## src/rtl/fetch_stage.sv

```systemverilog
`default_nettype none
// ============================================================================
// Module   : fetch_stage
// Brief    : MIPS instruction-fetch stage. Owns the PC, drives the
//            combinational instruction memory and fills the IF/ID register.
//            Handles stall, flush, redirect and misaligned-fetch tagging.
// Revision : 1.0 - initial release
// ============================================================================
module fetch_stage #(
    parameter logic [31:0] RESET_PC = 32'h9fc00000,
    parameter logic [31:0] NOP_INST = 32'h00000000
) (
    input  logic        clk,
    input  logic        rst,
    input  logic        stall,
    input  logic        flush,
    input  logic        redirect,
    input  logic [31:0] redirect_pc,
    output logic [31:0] im_addr,
    input  logic [31:0] im_data,
    output logic [31:0] id_pc,
    output logic [31:0] id_inst,
    output logic        id_valid,
    output logic        id_adel
);

    localparam logic [31:0] c_pc_step = 32'd4;

    logic [31:0] r_pc_q,         w_pc_d;
    logic [31:0] r_id_pc_q,      w_id_pc_d;
    logic [31:0] r_id_inst_q,    w_id_inst_d;
    logic        r_id_valid_q,   w_id_valid_d;
    logic        r_id_adel_q,    w_id_adel_d;
    logic        r_pend_valid_q, w_pend_valid_d;
    logic [31:0] r_pend_pc_q,    w_pend_pc_d;
    logic        w_misaligned;

    assign w_misaligned = (r_pc_q[1:0] != 2'b00);

    always_comb begin
        w_pc_d         = r_pc_q;
        w_id_pc_d      = r_id_pc_q;
        w_id_inst_d    = r_id_inst_q;
        w_id_valid_d   = r_id_valid_q;
        w_id_adel_d    = r_id_adel_q;
        w_pend_valid_d = r_pend_valid_q;
        w_pend_pc_d    = r_pend_pc_q;

        if (flush) begin
            w_id_pc_d      = r_pc_q;
            w_id_inst_d    = NOP_INST;
            w_id_valid_d   = 1'b0;
            w_id_adel_d    = 1'b0;
            w_pend_valid_d = 1'b0;
            if (redirect) begin
                w_pc_d = redirect_pc;
            end
        end else if (stall) begin
            // Redirects seen while stalled are parked; the latest one wins.
            if (redirect) begin
                w_pend_valid_d = 1'b1;
                w_pend_pc_d    = redirect_pc;
            end
        end else begin
            // The word fetched alongside a redirect is the delay slot and is kept.
            w_id_pc_d      = r_pc_q;
            w_id_valid_d   = 1'b1;
            w_id_adel_d    = w_misaligned;
            w_id_inst_d    = w_misaligned ? NOP_INST : im_data;
            w_pend_valid_d = 1'b0;
            if (redirect) begin
                w_pc_d = redirect_pc;
            end else if (r_pend_valid_q) begin
                w_pc_d = r_pend_pc_q;
            end else begin
                w_pc_d = r_pc_q + c_pc_step;
            end
        end
    end

    always_ff @(posedge clk) begin
        if (rst) begin
            r_pc_q         <= RESET_PC;
            r_id_pc_q      <= 32'h0;
            r_id_inst_q    <= NOP_INST;
            r_id_valid_q   <= 1'b0;
            r_id_adel_q    <= 1'b0;
            r_pend_valid_q <= 1'b0;
            r_pend_pc_q    <= 32'h0;
        end else begin
            r_pc_q         <= w_pc_d;
            r_id_pc_q      <= w_id_pc_d;
            r_id_inst_q    <= w_id_inst_d;
            r_id_valid_q   <= w_id_valid_d;
            r_id_adel_q    <= w_id_adel_d;
            r_pend_valid_q <= w_pend_valid_d;
            r_pend_pc_q    <= w_pend_pc_d;
        end
    end

    assign im_addr  = r_pc_q;
    assign id_pc    = r_id_pc_q;
    assign id_inst  = r_id_inst_q;
    assign id_valid = r_id_valid_q;
    assign id_adel  = r_id_adel_q;

endmodule
`default_nettype wire

```

## config.mk

```make
export PLATFORM = sky130hd
export DESIGN_NAME = fetch_stage
export DESIGN_NICKNAME = d
export VERILOG_FILES = /design/src/rtl/fetch_stage.sv
export SDC_FILE = /design/constraint.sdc
export NUM_CORES = 1
export LEC_CHECK = 0
export CAP_MARGIN = 20
export CORE_ASPECT_RATIO = 0.9
export CORE_MARGIN = 1
export CORE_UTILIZATION = 45
export DETAILED_ROUTE_END_ITERATION = 7
export PLACE_DENSITY = 0.77
export SLEW_MARGIN = 10
export SYNTH_ARGS = -nofsm -noshare
export SYNTH_HDL_FRONTEND = slang
export SYNTH_SLANG_ARGS = --single-unit
```

## constraint.sdc

```tcl
create_clock -name clk -period 2.5 [get_ports clk]
set_input_delay 0.375 -clock clk [delete_from_list [all_inputs] [get_ports clk]]
set_output_delay 0.375 -clock clk [all_outputs]
set_load 0.03 [all_outputs]
```

* After elaboration in Yosys (flattened, before gate mapping) *
Index checks and enable logic that the tools add are counted.

operators by class
  add/subtract/negate cells = 1
  muxes and demuxes = 8
  eq/ne operators = 2
  reduce and logical (&&, ||, !) cells = 5
  bitwise logic cells = 2

operators with widths
  operator                                        number
  two-way mux 32 bit                              8
  adder 32 x 3 -> 32 bit (second input constant)  1
  != test 2 x 1 -> 1 bit (second input constant)  2
  AND reduction 3 bit                             1
  OR reduction 3 bit                              1
  inverter 1 bit                                  2
  AND reduction 2 bit                             1
  nonzero test 2 bit                              1
  OR reduction 2 bit                              1

storage, ports and cells
  register bits after elaboration = 131
  word-level logic and storage cells = 25
  input port bits = 69

* Depth between registers and ports, before layout *
  word-level depth = 5
  mapped depth = 7
  depth with buffers taken out = 6

* Least setup slack after synthesis *
OpenSTA, ideal clock, no wires.

  path type = register to register
  start point = reg r_pc_q[2], in the netlist im_addr[2]
  end point = reg r_pc_q[26], in the netlist im_addr[26]
  clock period less this slack = 2.275 ns
  slack = 0.225 ns
  library setup time = 0.134 ns
  arrival time = 2.140 ns
  stages on the path, launching flop included = 7
  cells stage by stage = dfxtp_1 > ha_1 > and4_1 > nand3_1 > or3_1 > and3_1 > or4_1

between the ends
  word-level cells in the longest chain between the ends = 5

RTL lines
  what                    RTL line  source
  start, declared         29        logic [31:0] r_pc_q, w_pc_d;
  start signal, assigned  91        r_pc_q <= w_pc_d;
  adder 32 x 3 -> 32 bit  76        w_pc_d = r_pc_q + c_pc_step;
  two-way mux 32 bit      73        end else if (r_pend_valid_q) begin
  two-way mux 32 bit      71        if (redirect) begin
  two-way mux 32 bit      58        end else if (stall) begin
  two-way mux 32 bit      49        if (flush) begin

Every way passes these cells. The select of a mux whose other input is x is not followed.
A chain may end at the register's enable or synchronous reset.

* Worst setup path in the final report *
  start point = reg r_pc_q[17], in the netlist im_addr[17]
  end point = reg r_pc_q[28], in the netlist im_addr[28]

The elaborated chain is that of the path after synthesis.

==> results.toml <==
[cts]
clk_latency_ns = 0.42
cts_hold_buffers = 0
htree_levels = 4
clkTransAtPathRegs_ns = 0.06
cts_buffer_depth = 2
cts_tree = "built"
cts_root_buf = "clkbuf_16"
cts_setup_buffers = 0
cts_sinks = 131
cts_resized = 0
cts-buffers-inserted = 17

[timing]
layout_setup_ws_ns = 0.2998
worstMarginPinSlew_ns = 0.7228
clock_skew_ns = 0.007182
rsz0062_at_grt = "no"
finalCritPeriodShare_pct = 88.01
post-route-min-period_ns = 2.200
hold_viol = 0
fmax_ghz = 0.4545
fin_tns_setup_ns = 0
finalSetupViolCount = 0
drv_slew = 0
slew_headroom_pct = 51.70

[detailed_routing]
num_vias = 6203
wl_per_cell_microns = 18.50
drtPass1Iterations = 6
drc = 0
antenna_left = 0
drt_iter0_markers = 717
viasPerCell = 5.885
routed_wl_microns = 19500

[final_layout]
nets = 951
layout-drive-gt1-share_pct = 10.40
final_cell_mix = "clkdlybuf4s50_1, nand2_1, dfxtp_1"
fin_util_pct = 68.70
area_delta_synth_final_pct = 48.10
instances_no_fill = 1054
layout_commonest_cell = "clkdlybuf4s50_1"
antenna_cells = 0

[die]
rows = 38
die_area_sq_um = 12950
core_area_sq_um = 12120
ios = 167
start_util_pct = 46.39
die_h_microns = 108.1
die_w_microns = 119.8

[setup_path]
end_kind = "register"
reg2reg_slack_ns = 0.30
crit_fanout = 8
r2r-end = "im_addr[28]"
r2r_cells = 5
required_ns = 2.79
worst_setup_path_start_kind = "register"
worstReg2RegStart = "im_addr[17]"
worstSetupPathType = "register to register"
worstPathArrival_ns = 2.49

[synthesis]
synth-main-ff-cell = "dfxtp_1"
synth_area_sq_um = 5624
syn_nets = 768
synth_cells = 698
yosysWarningCount = 0
synth-edff-count = 0
seq_area_frac_synth_pct = 46.63
ys_types = 54
ys_seq_elements = 131
async_flop_share_pct = 0
syn-mean-instance-area_sq_um = 8.058

[outcome]
status = "finished, final reports clean"

[min_path]
worstHoldPathCells = 2
hp-class = "input pin to register"
min_to = "r_pend_pc_q[24]"
min-delay-start = "rst"

[place]
dp_hpwl_microns = 13430
place.gp.congestion = 0.9165
place_ws_ns = -0.07497
io_buffers = 166
placed_cells = 1021

[grt]
grt.total_usage_pct = 30.07
antenna_found_initial = 0
grt_overflow = 0
grt_max_degree = 45
grt_pass1_wl_microns = 30050
first_global_vias = 5949

[run]
drv_cap = 0

[pwr]
vdd_drop_max_v = 0.0006642
p_leak_nw = 3.121
p_per_area_nw_per_um2 = 711.6
==> metal layers <==
layer  global-route usage [%]  up-vias  routed length, microns
li1                         -     2869                       -
met1                    37.04     2922                    7789
met2                    49.59      352                    9484
met3                    7.437       60                    1752
met4                    14.11        0                     470
met5                        0        -                       0
==> cell families after synthesis <==
| group | Yosys count | share of synthesized area, % |
|---|---|---|
| and+or+nand+nor | 268 | 21.07 |
| xor gates and xnor gates | 7 | 1.090 |
| DFF | 131 | 46.63 |
| adders and majority gates | 1 | 0.2224 |
| AOI/OAI and AO/OA | 217 | 25.01 |
| buffers and inverters | 66 | 4.538 |
| muxes | 8 | 1.446 |
==> critical path, stage by stage (launching register included) <==
cell,delay [ns]
dfxtp_1,0.49
and3_1,0.33
nand4_1,0.41
nor4_1,0.46
mux2i_1,0.24
o221ai_1,0.13
==> flip-flops by register name (all words and copies together), names as in the netlist <==
name,cells
im_addr,32
r_pend_valid_q,1
id_pc,32
id_inst,32
id_adel,1
r_pend_pc_q,32
id_valid,1
==> worst max-delay path by stage <==
stage          slack [ns]     endpoint  cells after the start   startpoint
6_report             0.30  im_addr[28]                      5  im_addr[17]
5_1_grt              0.19  im_addr[28]                      5  im_addr[17]
2_1_floorplan        0.23  im_addr[26]                      6   im_addr[2]
3_5_place_dp        -0.07  id_inst[13]                      5        flush
3_3_place_gp         0.04  id_inst[10]                      5        flush
4_1_cts              0.33  id_inst[27]                      5        flush
==> synth_stat cells, types with 12 or more instances <==
library cell / n / area, sq um
a22o_1: 32 / 280.3
nor3_1: 12 / 60.06
o21ai_0: 28 / 140.1
a221oi_1: 12 / 105.1
nand2_1: 158 / 593.1
nand4_1: 13 / 81.33
dfxtp_1: 131 / 2623
nor2_1: 34 / 127.6
nand3_1: 14 / 70.07
a21oi_1: 93 / 465.5
clkbuf_1: 47 / 176.4
inv_1: 13 / 48.80
==> metrics by stage <==
stage | instance area (sq um) | hold slack (ns) | power (W)
2_1_floorplan | 5624 | 0.4318 | 0.002795
3_3_place_gp | 7675 | 0.4385 | 0.003241
3_5_place_dp | 7675 | 0.4457 | 0.003265
4_1_cts | 8313 | 0.2384 | 0.005921
5_1_grt | 8329 | 0.2914 | 0.006095
6_report | 8329 | 0.2752 | 0.005927
==> cell type report <==
class / count / area [sq um]
clock inverter: 9 / 150.1
fill: 983 / 3795
tap: 160 / 200.2
timing repair buffer: 217 / 2056
multi-input combinational: 501 / 2764
clock buffer: 23 / 488.0
inverter: 13 / 48.80
sequential: 131 / 2623
==> report_power, final <==
group,total (W),internal (W),switching [W]
clock,0.00268,0.00177,0.000915
combinational,0.000962,0.000420,0.000541
sequential,0.00228,0.00219,0.0000880
Note: power is estimated with default switching activity, not from simulation.
